<file path="src/rtl/gpu_buf_pkg.sv">
// Shared types and constants for the ping-pong frame buffer swap control.
package gpu_buf_pkg;

    // Sequencer states of the swap controller
    typedef enum logic [1:0] {
        RENDER    = 2'd0,
        WAIT_SCAN = 2'd1,
        FLIP      = 2'd2,
        CLEAR     = 2'd3
    } swap_state_t;

    // Width of the issued-flip counter; wraps naturally
    localparam int FRAME_CNT_W = 16;

endpackage

</file>
<file path="src/rtl/clear_addr_gen.sv">
// Step counter and per-channel address generator for the post-flip buffer clear.
// A start pulse launches SIZE/CHANNELS steps; done is high during the last step.
module clear_addr_gen #(
    parameter int CHANNELS  = 1,
    parameter int ADDR_SIZE = 8,
    parameter int SIZE      = 256
) (
    input  logic                          clk,
    input  logic                          n_rst,
    input  logic                          start,
    output logic                          done,
    output logic [ADDR_SIZE*CHANNELS-1:0] addr
);

    localparam int STEPS  = SIZE / CHANNELS;
    localparam int STEP_W = (STEPS > 1) ? $clog2(STEPS) : 1;
    localparam logic [STEP_W-1:0] LAST = STEP_W'(STEPS - 1);

    logic              busy;
    logic [STEP_W-1:0] step;

    // Run the step counter from start until the last step has been issued
    always_ff @(posedge clk or negedge n_rst) begin
        if (!n_rst) begin
            busy <= 1'b0;
            step <= '0;
        end else if (start) begin
            busy <= 1'b1;
            step <= '0;
        end else if (busy) begin
            if (step == LAST) begin
                busy <= 1'b0;
                step <= '0;
            end else begin
                step <= step + STEP_W'(1);
            end
        end
    end

    assign done = busy && (step == LAST);

    // Channel c covers word k*CHANNELS+c so all channels together sweep the buffer
    for (genvar c = 0; c < CHANNELS; c++) begin : g_addr
        assign addr[c*ADDR_SIZE +: ADDR_SIZE] =
            ADDR_SIZE'(step) * ADDR_SIZE'(CHANNELS) + ADDR_SIZE'(c);
    end

endmodule

</file>
<file path="src/rtl/double_buffer_swap_ctrl.sv">
// Ping-pong SRAM swap sequencer: flips only once the renderer has finished its
// frame and scanout has finished its read pass, optionally clears the new
// write buffer, and gates renderer writes while the swap is in progress.
module double_buffer_swap_ctrl
    import gpu_buf_pkg::*;
#(
    parameter int CHANNELS  = 1,
    parameter int ADDR_SIZE = 8,
    parameter int DATA_SIZE = 1,
    parameter int SIZE      = 256
) (
    input  logic                          clk,
    input  logic                          n_rst,
    input  logic                          render_done,
    input  logic                          scan_done,
    input  logic                          clear_en,
    input  logic [DATA_SIZE-1:0]          clear_value,
    input  logic [CHANNELS-1:0]           wr_en_in,
    input  logic [ADDR_SIZE*CHANNELS-1:0] wr_addr_in,
    input  logic [DATA_SIZE*CHANNELS-1:0] wr_data_in,
    output logic [CHANNELS-1:0]           wr_en_out,
    output logic [ADDR_SIZE*CHANNELS-1:0] wr_addr_out,
    output logic [DATA_SIZE*CHANNELS-1:0] wr_data_out,
    output logic                          flip,
    output logic                          write_buffer,
    output logic                          render_ready,
    output logic [FRAME_CNT_W-1:0]        frame_count,
    output logic                          proto_err
);

    swap_state_t                   state;
    swap_state_t                   state_nxt;
    logic                          scan_seen;
    logic                          clr_start;
    logic                          clr_done;
    logic [ADDR_SIZE*CHANNELS-1:0] clr_addr;

    assign clr_start = (state == FLIP) && clear_en;

    clear_addr_gen #(
        .CHANNELS  (CHANNELS),
        .ADDR_SIZE (ADDR_SIZE),
        .SIZE      (SIZE)
    ) u_clear_addr_gen (
        .clk   (clk),
        .n_rst (n_rst),
        .start (clr_start),
        .done  (clr_done),
        .addr  (clr_addr)
    );

    // Next-state decision: flip needs both frame done and scan done (now or remembered)
    always_comb begin
        state_nxt = state;
        unique case (state)
            RENDER: begin
                if (render_done) begin
                    state_nxt = (scan_seen || scan_done) ? FLIP : WAIT_SCAN;
                end
            end
            WAIT_SCAN: begin
                if (scan_done) begin
                    state_nxt = FLIP;
                end
            end
            FLIP: begin
                state_nxt = clear_en ? CLEAR : RENDER;
            end
            CLEAR: begin
                if (clr_done) begin
                    state_nxt = RENDER;
                end
            end
            default: state_nxt = RENDER;
        endcase
    end

    // State register
    always_ff @(posedge clk or negedge n_rst) begin
        if (!n_rst) begin
            state <= RENDER;
        end else begin
            state <= state_nxt;
        end
    end

    // Remember a scan completion until the flip consumes it; a pulse landing on the
    // flip cycle itself belongs to the next frame, so it survives the clear
    always_ff @(posedge clk or negedge n_rst) begin
        if (!n_rst) begin
            scan_seen <= 1'b0;
        end else if (state == FLIP) begin
            scan_seen <= scan_done;
        end else if (state != WAIT_SCAN && scan_done) begin
            scan_seen <= 1'b1;
        end
    end

    // Buffer select shadow and flip counter advance at the end of the flip cycle
    always_ff @(posedge clk or negedge n_rst) begin
        if (!n_rst) begin
            write_buffer <= 1'b0;
            frame_count  <= '0;
        end else if (state == FLIP) begin
            write_buffer <= ~write_buffer;
            frame_count  <= frame_count + FRAME_CNT_W'(1);
        end
    end

    // Sticky protocol error: renderer claimed frame done while it was not admitted
    always_ff @(posedge clk or negedge n_rst) begin
        if (!n_rst) begin
            proto_err <= 1'b0;
        end else if (render_done && state != RENDER) begin
            proto_err <= 1'b1;
        end
    end

    // Write-port mux: renderer passes through in RENDER, clear engine owns CLEAR
    always_comb begin
        render_ready = (state == RENDER);
        flip         = (state == FLIP);
        wr_en_out    = '0;
        wr_addr_out  = '0;
        wr_data_out  = '0;
        if (state == RENDER) begin
            wr_en_out   = wr_en_in;
            wr_addr_out = wr_addr_in;
            wr_data_out = wr_data_in;
        end else if (state == CLEAR) begin
            wr_en_out   = '1;
            wr_addr_out = clr_addr;
            wr_data_out = {CHANNELS{clear_value}};
        end
    end

endmodule

</file>
<file path="config.mk">
export PLATFORM = sky130hd
export DESIGN_NAME = double_buffer_swap_ctrl
export DESIGN_NICKNAME = d
export VERILOG_FILES = /design/src/rtl/gpu_buf_pkg.sv /design/src/rtl/clear_addr_gen.sv /design/src/rtl/double_buffer_swap_ctrl.sv
export SDC_FILE = /design/constraint.sdc
export NUM_CORES = 1
export LEC_CHECK = 0
export CAP_MARGIN = 15
export CORE_MARGIN = 5
export CORE_UTILIZATION = 47
export DETAILED_ROUTE_END_ITERATION = 7
export HOLD_SLACK_MARGIN = 0.02
export PLACE_DENSITY = 0.8
export SLEW_MARGIN = 20
export SYNTH_ARGS = -nofsm -noshare
export SYNTH_HDL_FRONTEND = slang
export SYNTH_SLANG_ARGS = --single-unit
</file>
<file path="constraint.sdc">
create_clock -name clk -period 2.06 [get_ports clk]
set_clock_uncertainty 0.2 [all_clocks]
set_input_delay 0.309 -clock clk [delete_from_list [all_inputs] [get_ports clk]]
set_output_delay 0.309 -clock clk [all_outputs]
set_load 0.02 [all_outputs]
</file>
# Yosys cells after proc, flatten, opt, wreduce, memory -nomap -nowiden
# Index checks and enable logic that the tools add are counted.
# word_totals
reg_bits	30
input_bits	16
out_inout_bits	30
wordCells	48
# op_classes
add_sub_neg	2
n_eq_ne	8
muxes	20
bitwise	1
reduce_logical	10
# op_table
cell	count
8-bit two-way mux	5
16-bit by 1-bit adder with 16-bit output, second input constant	1
2-bit two-way mux	5
1-bit two-way mux	9
8-bit by 1-bit adder with 8-bit output, second input constant	1
8-bit == test, second input constant	1
2-bit one-hot mux with 4 select lines	1
2-bit inequality test, second input constant	3
2-bit nonzero test	3
2-bit == test, second input constant	2
1-bit logical AND	4
3-bit AND reduction	1
2-bit by 1-bit == test with 1-bit output, second input constant	1
2-bit zero test	1
2-bit by 1-bit inequality test with 1-bit output, second input constant	1
1-bit logical OR	1
1-bit inverter	1

# Logic depth before layout (Yosys ltp)
# depth
depth_word	4
mapped_depth	6
depth_no_buf	5

# By module
# A second synthesis with hierarchy kept.
# unflattened
cells_unflattened	148
hier_area_um2	1542.7
# by_module_without_submodules
mod	instances	cells_per_inst	area_each_um2	seq_area_each_um2
double_buffer_swap_ctrl	1	97	1061.0	525.5
clear_addr_gen	1	51	481.7	225.2

# Worst setup path after synthesis
# No wires, ideal clock.
# synth_path
path_kind	register to output
start	reg state[1]
end	out wr_addr_out[0]
arrival_time_ns	1.410
required_time_ns	1.551
setup_slack_ns	0.141
path_stages_with_launch	6
n_path_buf	2
path_cell_list	dfrtp_1 buf_2 or2_2 inv_1 buf_2 a22o_1
# synth_via
word_cells_on_any_way	4
classes_between	eq/ne: 1; mux: 2; reduce/logical: 1
# synth_rtl
element	line_no	rtl
from (decl)	double_buffer_swap_ctrl.sv:31	swap_state_t state;
from (signal assigned)	double_buffer_swap_ctrl.sv:83	state <= state_nxt;
2-bit zero test	--	
via render_ready	double_buffer_swap_ctrl.sv:26	output logic render_ready,
8-bit two-way mux	double_buffer_swap_ctrl.sv:126	if (state == RENDER) begin
to (decl)	double_buffer_swap_ctrl.sv:22	output logic [ADDR_SIZE*CHANNELS-1:0] wr_addr_out,
# The timed path passes the listed nets, and every way through them passes these cells.

# Worst setup path in the final report
# layout_path
start	reg state[0]
end	out wr_data_out
# layout_via
elab_chain_cells	3
word_cells_on_any_way	4
classes_between	eq/ne: 1; mux: 2; reduce/logical: 1
# layout_lines
element	line_no	rtl
2-bit == test	double_buffer_swap_ctrl.sv:130	end else if (state == CLEAR) begin
1-bit two-way mux	double_buffer_swap_ctrl.sv:130	
1-bit two-way mux (*)	double_buffer_swap_ctrl.sv:126	
to (decl)	double_buffer_swap_ctrl.sv:23	output logic [DATA_SIZE*CHANNELS-1:0] wr_data_out,
# Every way passes the cells marked *; elsewhere a longest branch is shown, timed or not.

==> metrics list <==
* Clock network power share: 0.170
* Library cell contributing the largest single delay on the critical path: sky130_fd_sc_hd__dfrtp_1
* Ys async rst share: 1.00
* Count of state elements after synthesis: 30
* Post-detailed-route wirelength per cell: 14.8 um
* Nets in the synthesized netlist: 163
- Share of cells above drive strength 1: 0.180
* Synthesized netlist cell count: 145
- For this run, the detailed router's first-pass iteration total came to 4.
- Buffers added to address setup during post-CTS repair amount to 0.
* Number of library cell types mapped by synthesis: 37
* Cell area after placement: 2080 sq um
- Kind of launch point of the worst setup path: flop
* Cell area after layout: 2120 sq um
* Leak: 0.951 nW
- The worst register-to-register path begins at state[0]$_DFFE_PN0P_.
- Of the total power, the share spent switching nets is 0.401.
- The via count of the first global-routing pass was 1293.
- Post-route clock period utilization: 0.962
- CP endpoint kind: output port
- Summed over all layers, the global routing overflow is 0.
- Outcome: completed
- The die is 67.4 um wide.
- The number of antenna violations at the first check in global routing was 0.
- Part of the Yosys area used for sequential elements: 0.484
* Cell area after synthesis: 1550 sq um
* Peak supply drop: 0.870 mV
- The count of buffers added on input and output ports is 45.
- Cell internal pwr: 1.63 mW
- For this design, the CTS-stage hold fixing added 0 buffers.
* Reg-to-reg slack, setup: 0.28 ns
- Post-synth EDFFs: 0
- Clock tree from TritonCTS: yes
- Once detailed placement completed, the half-perimeter wirelength came to 2.74 mm.
- The worst register-to-register path ends at frame_count[12]$_DFFE_PN0N_.
- Final Hold Viols: 0
* Average cell area after synthesis: 10.7 sq um
* CTS sink cnt: 30
* Detailed router's first-iteration violation count: 78
- Number of nets in the final layout: 217
- Critical Setup Path Class: reg2out
- For this block, the via count after detailed routing is 1306.
- Global Route Usage Sum: 0.176
* Number of rows in the core area: 20
- Clock latency on the worst-skew pair, taken at its later pin, is 0.34 ns.
- Summing internal, switching and leakage power gives 2.72 mW.
- The signal on the critical path passes through or2_4 > inv_2 > buf_12 > a22o_1 > buf_2.
* CTS Buf Count: 5
- Top flip-flop cell by instance count after synthesis: sky130_fd_sc_hd__dfrtp_1
- Yosys warnings: 0
* Flop pwr share: 0.345
- The die covers 4550 sq um.
- Type of the tightest min-delay check: in2async
- Actual transition at the worst max-transition pin: 0.380 ns
* Cells on worst reg2reg path: 6
- Power spent charging and discharging nets: 1.09 mW
* Clock Path Buffers: 2
- The tree is rooted in a sky130_fd_sc_hd__clkbuf_4.
* FILL cells: 265
- Clock-pin slew was measured on the worst setup and hold paths at 0.10 ns.
* CTS HTree Levels: 2
- Floorplan die height: 67.4 um
- Via count normalized by instance count: 5.35
- The max-slew violation total from the final report is 0.
- Entering global routing, the biggest net connects 31 pins.
- Static timing analysis puts the maximum clock frequency at 505 MHz.
- During I/O placement, the number of pins put on the boundary was 46.
- Normalized max-slew margin: 0.745
* Number of routed nets with antenna violations: 0
* Residual DRC count: 0
- Required @ worst endpoint: 1.55 ns
* Placer Congestion: 0.734
- The number of antenna diodes in the final layout is 0.
- Area of the core: 3100 sq um
* Reported max-cap violation count: 0
- Setup violations remaining at the end of the flow were counted as 0.
* Area growth from synthesis to layout: 36.7%
- Effective utilization at floorplan: 0.500
- Arrival time reported for the critical path endpoint: 1.47 ns
* Maximum single-stage delay on the critical path: 0.40 ns
- Subtracting the final worst setup slack from the clock period gives 1.98 ns.
- The first global-routing pass estimated 6.01 mm of wire.
* Crit-path max FO: 10
- Power density over cell area: 1280 nW/um^2
* Total wire length: 3.62 mm
- Of the total power, combinational logic draws 0.485.
[how the worst max path moves through the flow]
| stage | depth (start not counted) | endpoint | from |
|---|---|---|---|
| 4_1_cts | 5 | wr_addr_out[3] | state[0]$_DFFE_PN0P_ |
| 3_3_place_gp | 4 | wr_addr_out[7] | state[1]$_DFFE_PN0P_ |
| 6_report | 5 | wr_data_out | state[0]$_DFFE_PN0P_ |
| 2_1_floorplan | 5 | wr_addr_out[0] | state[1]$_DFFE_PN0P_ |
| 5_1_grt | 5 | wr_addr_out[4] | state[0]$_DFFE_PN0P_ |
| 3_5_place_dp | 4 | wr_addr_out[3] | state[1]$_DFFE_PN0P_ |
[final cells by class]
class	instances	area (sq um)	area share
timing repair buffer	52	469	0.221
tap	44	55.1	0.0260
clock buffer	5	37.5	0.0177
sequential	30	751	0.354
multi-input combinational	105	748	0.353
inverter	5	18.8	0.00885
clock inverter	3	40.0	0.0189
[through the flow]
step                std cells  TNS [ns]  worst slack, ns  hold WS (ns)   util
finish                    244         0           0.0784         0.139  0.683
global route              244   -0.0119         -0.00415         0.162  0.683
CTS                       244         0          0.00349         0.152  0.683
detailed placement        236     -1.07           -0.130         0.265  0.671
global placement          236    -0.605          -0.0781         0.238  0.671
floorplan                 145         0            0.141        -0.187      -
[power groups by stage]
stage	combinational (mW)	clock (mW)	sequential, mW
floorplan	0.780	0	0.986
global placement	1.35	0	0.933
detailed placement	1.40	0	0.946
CTS	1.33	0.473	0.936
global route	1.44	0.506	0.970
finish	1.32	0.462	0.940
[synth_stat cells, drive strengths merged (2+ instances only)]
master   n  area, sq um
a21o     2         15.0
xnor2   12          105
dfrtp   30          751
nor4     2         33.8
or3      3         18.8
nand3   10         50.1
o21ai    8         40.0
inv      5         18.8
nand2   14         52.6
buf      5         37.5
nor2     8         30.0
nor2b    2         12.5
ha       2         25.0
xor2     6         52.6
a22o     9         78.8
o31a     2         17.5
and4     3         26.3
nand4    5         37.5
o211ai   3         27.5
[sequential cells by signal (all words and copies together) (netlist names)]
name	flops
proto_err	1
u_clear_addr_gen.busy	1
frame_count	16
scan_seen	1
write_buffer	1
state	2
u_clear_addr_gen.step	8
[worst max-delay path, delay by kind of cell (launching register included)]
kind            cells  cell delay, ns
compound gates      1            0.13
buf+inv             3            0.36
simple gates        1            0.26
flops               1            0.40
[cells by family after synthesis]
kind of cell	count (synthesis)	share of synthesized area
AND/OR/NAND/NOR	54	0.206
XOR/XNOR	18	0.102
multiplexers	2	0.0137
adder cells (fa/ha/maj)	2	0.0161
AO/OA/AOI/OAI	29	0.142
buffers and inverters	10	0.0363
flip-flops	30	0.484
[metal layers]
metal  GRT usage  up-vias  wire length (um)
met5           0        -                 0
met2       0.302       41              1810
li1            -      634                 -
met1       0.198      620              1470
met4      0.0911        0               104
met3      0.0516       11               238
[cells in the final DEF, fill, tap and decap left out, types with 2 or more instances in the layout]
| master | n |
|---|---|
| sky130_fd_sc_hd__clkdlybuf4s50_1 | 33 |
| sky130_fd_sc_hd__dfrtp_1 | 30 |
| sky130_fd_sc_hd__nand2_1 | 14 |
| sky130_fd_sc_hd__xnor2_1 | 12 |
| sky130_fd_sc_hd__nand3_1 | 10 |
| sky130_fd_sc_hd__a22o_1 | 9 |
| sky130_fd_sc_hd__o21ai_0 | 8 |
| sky130_fd_sc_hd__nor2_1 | 8 |
| sky130_fd_sc_hd__buf_2 | 8 |
| sky130_fd_sc_hd__buf_4 | 7 |
| sky130_fd_sc_hd__xor2_1 | 6 |
| sky130_fd_sc_hd__clkbuf_4 | 5 |
| sky130_fd_sc_hd__inv_1 | 4 |
| sky130_fd_sc_hd__nand4_1 | 4 |
| sky130_fd_sc_hd__or3_1 | 3 |
| sky130_fd_sc_hd__and4_1 | 3 |
| sky130_fd_sc_hd__a21o_1 | 2 |
| sky130_fd_sc_hd__o211ai_1 | 2 |
| sky130_fd_sc_hd__nor2b_1 | 2 |
| sky130_fd_sc_hd__o31a_1 | 2 |
| sky130_fd_sc_hd__ha_1 | 2 |
| sky130_fd_sc_hd__clkinv_2 | 2 |
[timing repair]
item,4_1_cts,5_1_grt
pin swaps,0,1
endpoints found under the hold margin,0,0
gates resized for setup,45,7
setup endpoints to repair,12,12
No activity file was read; power rests on OpenSTA's default activity.
